`config.mk`:
```
export PLATFORM = sky130hd
export DESIGN_NAME = fc_relu_stage
export DESIGN_NICKNAME = d
export VERILOG_FILES = /design/src/rtl/fc_relu_stage.sv
export SDC_FILE = /design/constraint.sdc
export NUM_CORES = 1
export LEC_CHECK = 0
export BUFFER_PORTS_ARGS = -buffer_cell sky130_fd_sc_hd__buf_4
export CORE_UTILIZATION = 35
export DETAILED_ROUTE_END_ITERATION = 8
export GPL_TIMING_DRIVEN = 1
export PLACE_DENSITY = 0.57
export SLEW_MARGIN = 20
export SYNTH_ARGS = -nofsm -noshare
export SYNTH_HDL_FRONTEND = slang
export SYNTH_SLANG_ARGS = --single-unit
```
`constraint.sdc`:
```
create_clock -name clk -period 14.3 [get_ports clk]
set_input_delay 2.86 -clock clk [delete_from_list [all_inputs] [get_ports clk]]
set_output_delay 2.86 -clock clk [all_outputs]
set_load 0.05 [all_outputs]
```
`src/rtl/fc_relu_stage.sv`:
```
`timescale 1ns/1ps
// Purpose : fully-connected layer + ReLU + shift/saturate over a byte-wide memory port.
// Latency : done pulses N_OUT*(3*N_IN+1)+1 cycles after start (N_OUT*(3*N_IN+3)+1 with bias).
// Backpressure: none; the memory answers every read on the next cycle, start is ignored while busy.
//
// Ports:
//   clk   - rising-edge clock
//   rst   - asynchronous active-low reset
//   start - begin one pass (sampled only in IDLE)
//   done  - one-cycle completion pulse
//   read  - memory read strobe, addr valid in the same cycle, din returns next cycle
//   addr  - memory address for read/write
//   din   - memory read data
//   dout  - result byte, valid with write
//   write - memory write strobe, one cycle per output neuron
//
// Build option: define FC_BIAS_EN to add a per-neuron signed bias (RDB/BIAS states)
// between the last multiply-accumulate and the write-back.
module fc_relu_stage #(
    parameter int IN_BASE  = 65,
    parameter int N_IN     = 9,
    parameter int W_BASE   = 80,
    parameter int N_OUT    = 4,
    parameter int B_BASE   = 116,
    parameter int OUT_BASE = 120,
    parameter int SHIFT    = 4
) (
    input  logic       clk,
    input  logic       rst,
    input  logic       start,
    output logic       done,
    output logic       read,
    output logic [7:0] addr,
    input  logic [7:0] din,
    output logic [7:0] dout,
    output logic       write
);

    localparam int IW = $clog2(N_IN + 1);
    localparam int JW = $clog2(N_OUT + 1);

    typedef enum logic [2:0] {IDLE, RDX, RDW, MAC, RDB, BIAS, WR, DONE} state_t;

    state_t             state_q, state_d;
    logic [IW-1:0]      i_q, i_d;
    logic [JW-1:0]      j_q, j_d;
    logic signed [23:0] acc_q, acc_d;
    logic [7:0]         x_q, x_d;

    logic               read_d, write_d, done_d;
    logic [7:0]         addr_d, dout_d;

    // Activation is unsigned, weight is two's complement: widen x with a zero
    // sign bit so the product is a true signed 9x8 multiply.
    logic signed [16:0] prod;
    logic signed [23:0] acc_sh;

    assign prod   = $signed({1'b0, x_q}) * $signed(din);
    assign acc_sh = acc_d >>> SHIFT;

    always_comb begin
        state_d = state_q;
        i_d     = i_q;
        j_d     = j_q;
        acc_d   = acc_q;
        x_d     = x_q;

        case (state_q)
            IDLE: begin
                if (start) begin
                    state_d = RDX;
                    i_d     = '0;
                    j_d     = '0;
                    acc_d   = '0;
                end
            end
            RDX: state_d = RDW;
            RDW: begin
                x_d     = din;
                state_d = MAC;
            end
            MAC: begin
                acc_d = acc_q + {{7{prod[16]}}, prod};
                i_d   = i_q + 1'b1;
                if (i_d == IW'(N_IN)) begin
`ifdef FC_BIAS_EN
                    state_d = RDB;
`else
                    state_d = WR;
`endif
                end else begin
                    state_d = RDX;
                end
            end
            RDB: state_d = BIAS;
            BIAS: begin
                acc_d   = acc_q + {{16{din[7]}}, din};
                state_d = WR;
            end
            WR: begin
                acc_d   = '0;
                i_d     = '0;
                j_d     = j_q + 1'b1;
                state_d = (j_d == JW'(N_OUT)) ? DONE : RDX;
            end
            DONE:    state_d = IDLE;
            default: state_d = IDLE;
        endcase

        // Outputs are decoded from the state being entered so they can be
        // registered and still line up with that state's cycle.
        read_d  = 1'b0;
        write_d = 1'b0;
        done_d  = 1'b0;
        addr_d  = '0;
        dout_d  = '0;
        case (state_d)
            RDX: begin
                read_d = 1'b1;
                addr_d = 8'(IN_BASE + int'(i_d));
            end
            RDW: begin
                read_d = 1'b1;
                addr_d = 8'(W_BASE + int'(j_d) * N_IN + int'(i_d));
            end
            RDB: begin
                read_d = 1'b1;
                addr_d = 8'(B_BASE + int'(j_d));
            end
            WR: begin
                write_d = 1'b1;
                addr_d  = 8'(OUT_BASE + int'(j_d));
                // ReLU, then saturate the shifted value to a byte.
                if (acc_d[23])
                    dout_d = 8'd0;
                else if (acc_sh[23:8] != '0)
                    dout_d = 8'hFF;
                else
                    dout_d = acc_sh[7:0];
            end
            DONE:    done_d = 1'b1;
            default: ;
        endcase
    end

    always_ff @(posedge clk or negedge rst) begin
        if (!rst) begin
            state_q <= IDLE;
            i_q     <= '0;
            j_q     <= '0;
            acc_q   <= '0;
            x_q     <= '0;
            read    <= 1'b0;
            write   <= 1'b0;
            done    <= 1'b0;
            addr    <= '0;
            dout    <= '0;
        end else begin
            state_q <= state_d;
            i_q     <= i_d;
            j_q     <= j_d;
            acc_q   <= acc_d;
            x_q     <= x_d;
            read    <= read_d;
            write   <= write_d;
            done    <= done_d;
            addr    <= addr_d;
            dout    <= dout_d;
        end
    end

endmodule

```
==> results of run 1 <==
[state kept, by name (all words and copies together), names as in the netlist]
name / cells
addr: 8
state_q: 3
x_q: 8
write: 1
j_q: 3
done: 1
acc_q: 24
dout: 8
read: 1
i_q: 4
[through the flow]
step                      area, µm²  setup WS (ps)  util (%)  hold slack, ps
after global placement         6860           4290      38.2             479
final                          7160           4400      39.9             494
after global routing           7160           3930      39.9             518
after floorplan                6420           5000         -             456
after detailed placement       6860           4100      38.2             482
after CTS                      7160           4430      39.9             494
[path summary, 6_finish.rpt]
| kind | to |
|---|---|
| worst min-delay path | acc_q[3] |
| worst max register to register | dout[2] |
| worst max-delay path | dout[2] |
| min in group asynchronous | addr[2] |
| max in group asynchronous | acc_q[3] |
| worst min register to register | acc_q[3] |
[kinds of logic (layout without fill, tap and decap cells)]
family / Yosys count / after routing / synth area share (%)
AO/OA/AOI/OAI: 172 / 172 / 18.3
XOR/XNOR: 32 / 32 / 4.37
adder cells (fa/ha/maj): 121 / 121 / 28.2
buffers and inverters: 113 / 136 / 6.65
flip-flops: 61 / 61 / 23.8
multiplexers: 11 / 11 / 1.87
AND/OR/NAND/NOR: 218 / 218 / 16.9
[final cells by class]
cell class                 instances  share of cell area [%]
clock buffer                       9                    3.15
inverter                          88                    4.61
timing repair buffer              32                    3.36
sequential                        61                    21.3
clock inverter                     7                    1.03
multi-input combinational        554                    62.5
tap                              229                    4.00
[metal layers]
| layer | vias up | GRT usage, % | share of wire (%) |
|---|---|---|---|
| met1 | 2483 | 22.9 | 47 |
| met3 | 13 | 3.68 | 4.1 |
| met2 | 98 | 28.6 | 48 |
| met4 | 0 | 5.19 | 1.4 |
| met5 | - | 0 | 0 |
| li1 | 2543 | - | - |
[Yosys cell counts (all sizes together), types with 4 or more instances]
library cell / instances / area, µm²
inv: 88 / 330
ha: 82 / 1030
nand2: 67 / 251
dfrtp: 61 / 1530
nor2: 46 / 173
a21oi: 45 / 229
and2: 42 / 263
fa: 39 / 781
o21ai: 33 / 165
clkbuf: 23 / 86.3
xnor2: 22 / 193
a21o: 13 / 97.6
nand2b: 12 / 75.1
nand3: 12 / 60.1
nor3: 11 / 55.1
a31oi: 10 / 77.6
xor2: 10 / 87.6
mux2: 8 / 90.1
o211ai: 8 / 60.1
o21a: 8 / 60.1
a22oi: 7 / 52.6
and3: 7 / 43.8
nand4: 7 / 43.8
a211oi: 6 / 50.1
o21bai: 5 / 37.5
a221oi: 4 / 52.6
a22o: 4 / 35.0
o31ai: 4 / 30.0
[tightest hold or removal path, delay by kind of cell, from the launching register on]
family             cells  cell delay [ps]
AOI/OAI and AO/OA      1               60
DFF                    1              350
and+or+nand+nor        1               50
==> impl_metrics.tcl, run 1 <==
set metrics [dict create \
    cp_top_family "adder cells" \
    fp.dieW_um 137 \
    cp-end-kind "flop" \
    regArea_um2 1530 \
    ant_nets 0 \
    grt.total_usage_pct 17.4 \
    start_kind "input pin" \
    vias 5137 \
    min_from "acc_q[3]" \
    numPortBuffers 29 \
    overflow 0 \
    wl_per_cell_um 15.4 \
    diodes 0 \
    place.gp.congestion 0.857 \
    drtIter0Drc 272 \
    grt_pass1_vias 5095 \
    dp_hpwl_um 11600 \
    slowest_delay_ps 790 \
    syn2layout_area_growth_pct 11.6 \
    final_cells 980 \
    cts_resized 0 \
    finClkSkew_ps 7.59 \
    placedCellCount 964 \
    reg2reg_slack_ps 6600 \
    rr_worst_depth 24 \
    ctsHoldBuffers 0 \
    synth_flop_cell "dfrtp_1" \
    crit_type "input pin to flop" \
    cp-startpoint "din[7]" \
    antenna_found_initial 0 \
    nets 878 \
    layout.cells.most_common "inv_1" \
    floorplan.rows 49 \
    drc 0 \
    yosys_warnings 0 \
    critical_path_depth 25 \
    numCtsBuffers 9 \
    cts_buffer_depth 2 \
    path_clk_slew_ps 60 \
    critPathSlowestCell "a31oi_1" \
    synthArstFlopShare_pct 100 \
    relSlewSlack_pct 30.3 \
    syn-num-nets 860 \
    cts_tree "built" \
    period_needed_ps 9900 \
    clkSinkCount 61 \
    fill_cells 1826 \
    htreeDepth 3 \
    post_cts_buffers 0 \
    drv_cap 0 \
    cp.arrival_ps 10100 \
    path_max_fanout 10 \
    clk_latency_ps 330 \
    slew_violations 0 \
    setup_violations 0 \
    post-route-period-util_pct 69.3 \
    hold_viol 0 \
    syn_inst 728 \
    totalWireLength_um 15100 \
    synth-seq-area-share_pct 23.8 \
    firstDrtPassIters 5 \
    synth_seq_cells 61 \
    hold_class "flop to flop" \
    die-area_um2 18900 \
    root_buffer "clkbuf_16" \
    grt_start_max_net_pins 62 \
    synth.avg_cell_area_um2 8.81 \
    fmax_ghz 0.101 \
    multi_input_area_um2 4480 \
    worst_path_most_repeated_cell "fa_1" \
    start_util_pct 35.7 \
    cp.required_ps 14490 \
    num_io_pins 30 \
    rsz0062_at_grt "no" \
    grt_pass1_wl_um 25300 \
    routed_via_density 5.24 \
    drive_gt1_share_pct 8.79 \
    die_h_um 137 \
    syn-cell-area_um2 6420 \
    status "finished clean" \
    synth.distinct_cells 58 \
    synth_edf_count 0 \
    r2r-start "x_q[0]" \
    final_cell_mix "inv_1, ha_1, nand2_1" \
    worst_pin_slew_ps 1040 \
    path_buf_inv 4 \
    hold_path_depth 2 \
    core-area_um2 18000 \
    timing.setup.tns_ps 0 \
]
Power of run 1 is left out: the tool's default activity adds up to more than one toggle a clock period on the data nets, which glitch-free logic cannot reach.
==> run 2: changes to the inputs <==
Settings changed: PLACE_DENSITY 0.57 to 0.59.
Clock period 14.3 ns to 8.8 ns, I/O delays scaled along.
==> impl_metrics.tcl, run 2 (synthesis results as in run 1) <==
set metrics [dict create \
    die-area_um2 18900 \
    crit_type "input pin to flop" \
    relSlewSlack_pct 44.0 \
    met3_usage_pct 3.75 \
    routed_via_density 5.23 \
    finClkSkew_ps 11.7 \
    wl_per_cell_um 15.4 \
    numPortBuffers 29 \
    numCtsBuffers 9 \
    core-area_um2 18000 \
    cts_buffer_depth 2 \
    rsz0062_at_grt "no" \
    nets 881 \
    grt_start_max_net_pins 62 \
    antenna_found_initial 0 \
    drtIter0Drc 283 \
    path_buf_inv 4 \
    min_from "acc_q[3]" \
    fp.dieW_um 137 \
    timing.setup.tns_ps 0 \
    largest_reg_flops 24 \
    start_kind "input pin" \
    syn2layout_area_growth_pct 11.8 \
    layout.cells.most_common "inv_1" \
    hold_viol 0 \
    path_max_fanout 8 \
    top_usage_layer "met2" \
    fmax_ghz 0.120 \
    max_flop_register "acc_q" \
    status "finished clean" \
    fill_cells 1821 \
    setup_violations 0 \
    grt_pass1_wl_um 25100 \
    ctsHoldBuffers 0 \
    hold_class "flop to flop" \
    final_cell_mix "inv_1, ha_1, nand2_1" \
    post-route-period-util_pct 94.6 \
    global_route.usage.met2_pct 28.3 \
    root_buffer "clkbuf_16" \
    multi_input_area_um2 4480 \
    worst_path_most_repeated_cell "fa_1" \
    overflow 0 \
    cp_top_family "adder cells" \
    slowest_delay_ps 550 \
    cp.arrival_ps 8520 \
    dp_hpwl_um 11600 \
    clk_latency_ps 340 \
    rr_worst_depth 27 \
    diodes 0 \
    drv_cap 0 \
    hold_path_depth 2 \
    cts_tree "built" \
    reg2reg_slack_ps 1660 \
    cts_resized 0 \
    htreeDepth 3 \
    regArea_um2 1530 \
    slew_violations 0 \
    drc 0 \
    period_needed_ps 8320 \
    worst_pin_slew_ps 840 \
    critPathSlowestCell "nor4_4" \
    clkSinkCount 61 \
    hold-path-endpoint "acc_q[3]" \
    grt.met1_usage_pct 22.9 \
    grt.total_usage_pct 17.4 \
    vias 5131 \
    firstDrtPassIters 5 \
    drive_gt1_share_pct 8.90 \
    num_io_pins 30 \
    reg2reg_to "dout[5]" \
    cp.required_ps 9000 \
    place.gp.congestion 0.839 \
    start_util_pct 35.7 \
    floorplan.rows 49 \
    ant_nets 0 \
    grt_pass1_vias 4987 \
    cp-end-kind "flop" \
    path_clk_slew_ps 50 \
    r2r-start "x_q[0]" \
    totalWireLength_um 15100 \
    post_cts_buffers 0 \
    die_h_um 137 \
]
==> run 2: cell count changes in the layout (fill, tap and decap cells not counted), sizes merged <==
cell / change
buf: +3
clkbuf: +2
clkinv: -1
clkinvlp: -1
inv: -1
==> run 2: routing by layer <==
metal	up-vias	routed length [µm]	share of wire, %
li1	2541	-	-
met1	2492	7120	47
met2	81	7190	48
met3	17	607	4.0
met4	0	176	1.2
met5	-	0	0
==> run 2: area by class of cell <==
| cell class | instances | share of cell area [%] |
|---|---|---|
| timing repair buffer | 35 | 3.66 |
| clock buffer | 11 | 3.38 |
| sequential | 61 | 21.3 |
| multi-input combinational | 554 | 62.4 |
| tap | 229 | 3.99 |
| inverter | 88 | 4.60 |
| clock inverter | 4 | 0.680 |
==> run 2: worst max-delay path by stage <==
stage,startpoint,endpoint,cells past startpoint
3_5_place_dp,din[7],dout[5],28
2_1_floorplan,din[6],dout[0],25
4_1_cts,din[7],dout[5],28
3_3_place_gp,din[7],dout[6],28
6_report,din[7],dout[5],28
5_1_grt,din[7],dout[5],28
==> run 2: per-stage QoR <==
step | setup slack [ps] | utilization [%] | instance area [µm²] | hold slack, ps | cells
finish | 479 | 39.9 | 7170 | 496 | 982
detailed placement | 182 | 38.3 | 6880 | 494 | 967
CTS | 525 | 39.9 | 7170 | 506 | 982
global placement | 318 | 38.3 | 6880 | 476 | 967
floorplan | 604 | - | 6420 | 456 | 728
global route | 20.3 | 39.9 | 7170 | 525 | 982
==> run 2: tightest hold or removal path: cells and delay by family, from the launching register on <==
kind             cells  cell delay [ps]
flip-flops           1              350
AO/OA/AOI/OAI        1               60
AND/OR/NAND/NOR      1               50
Power of run 2 is left out for the same reason.
==> run 3: changes to the inputs <==
Settings changed: CORE_UTILIZATION 35 to 42, MAX_ROUTING_LAYER set to met4, PLACE_DENSITY 0.59 to 0.67.
==> impl_metrics.tcl, run 3 (synthesis results as in run 1) <==
set metrics [dict create \
    rsz0062_at_grt "no" \
    cts_tree "built" \
    clkSinkCount 61 \
    core-area_um2 14700 \
    ant_nets 0 \
    wl_per_cell_um 15.7 \
    cts_buffer_depth 2 \
    die_h_um 126 \
    post-route-period-util_pct 94.7 \
    num_io_pins 30 \
    worst_pin_slew_ps 841 \
    path_max_fanout 8 \
    cts_resized 0 \
    floorplan.rows 44 \
    start_kind "input pin" \
    crit_type "input pin to flop" \
    slew_violations 0 \
    regArea_um2 1530 \
    layout.cells.most_common "inv_1" \
    diodes 0 \
    fp.dieW_um 126 \
    nets 880 \
    cp.arrival_ps 8540 \
    finClkSkew_ps 8.50 \
    setup_violations 0 \
    drive_gt1_share_pct 8.92 \
    grt_pass1_wl_um 25300 \
    drc 3 \
    post_cts_buffers 0 \
    hold_viol 0 \
    totalWireLength_um 14700 \
    routed_via_density 5.53 \
    vias 5172 \
    multi_input_area_um2 4480 \
    start_util_pct 43.6 \
    place.gp.congestion 0.895 \
    hold_class "flop to flop" \
    syn2layout_area_growth_pct 11.2 \
    overflow 0 \
    numCtsBuffers 9 \
    max_flop_register "acc_q" \
    numPortBuffers 29 \
    fill_cells 1376 \
    cp-end-kind "flop" \
    drtIter0Drc 438 \
    antenna_found_initial 0 \
    relSlewSlack_pct 43.7 \
    final_cell_mix "inv_1, ha_1, nand2_1" \
    period_needed_ps 8340 \
    largest_reg_flops 24 \
    drv_cap 0 \
    grt.total_usage_pct 20.7 \
    die-area_um2 15800 \
    dp_hpwl_um 11100 \
    htreeDepth 3 \
    path_clk_slew_ps 50 \
    timing.setup.tns_ps 0 \
    fmax_ghz 0.120 \
    violations "design-rule violations" \
    ctsHoldBuffers 0 \
    cp.required_ps 9000 \
    status "finished with violations" \
    grt_start_max_net_pins 62 \
    clk_latency_ps 340 \
    grt_pass1_vias 5126 \
    firstDrtPassIters 8 \
    root_buffer "clkbuf_16" \
]
run 3: changes by cell type in the layout (fill, tap and decap cells not counted), sizes merged:
cell	delta
buf	-1
bufinv	+1
clkbuf	-1
clkinv	-1
run 3: layer usage:
metal | GRT usage, % | up-vias | wire length (µm)
met2 | 32.1 | 109 | 6990
met1 | 27.4 | 2506 | 6800
met5 | - | - | 0
met3 | 3.85 | 16 | 707
met4 | 6.31 | 0 | 197
li1 | - | 2541 | -
run 3: cell type report:
| class | count | area share (%) |
|---|---|---|
| clock buffers | 10 | 3.35 |
| clock inverters | 4 | 1.03 |
| inverters | 88 | 4.63 |
| multi-input cells | 554 | 62.8 |
| flip-flops and latches | 61 | 21.4 |
| well taps | 184 | 3.23 |
| repair buffers | 34 | 3.58 |
run 3: worst paths after layout:
kind / depth (start not counted) / to / start / slack, ps
min in group asynchronous: 1 / addr[0] / rst / 1510
setup / recovery: 28 / dout[7] / din[7] / 460
hold reg to reg: 2 / acc_q[3] / acc_q[3] / 490
max in group asynchronous: 1 / acc_q[1] / rst / 6750
setup reg to reg: 26 / dout[7] / x_q[3] / 1640
hold / removal: 2 / acc_q[3] / acc_q[3] / 490
run 3: per-stage QoR:
step | cell area, µm² | hold WS (ps) | setup slack (ps) | util, % | std cells
after floorplan | 6420 | 456 | 604 | - | 728
after global placement | 6820 | 477 | 332 | 46.4 | 921
after detailed placement | 6820 | 486 | 117 | 46.4 | 921
after CTS | 7130 | 498 | 480 | 48.5 | 935
after global routing | 7130 | 545 | 82.9 | 48.5 | 935
final | 7130 | 491 | 463 | 48.5 | 935
run 3: worst max-delay path, cell delays in order:
cell and delay (ps):
buf_4 150, inv_1 180, nor2_1 100, fa_1 510, fa_1 510, fa_1 540, inv_1 50, fa_1 530
inv_1 40, ha_1 330, a21oi_1 290, o211a_1 230, nor3b_1 80, o31a_1 270, o21a_1 170, nor2_1 110
xor2_1 150, o21ai_0 90, ha_1 460, a21o_1 180, o21ba_2 170, o21ai_0 360, nand3_1 130, o211ai_1 130
xnor2_1 130, o21ai_0 170, nor4_4 550, a21oi_1 150
Power of run 3 is left out for the same reason.
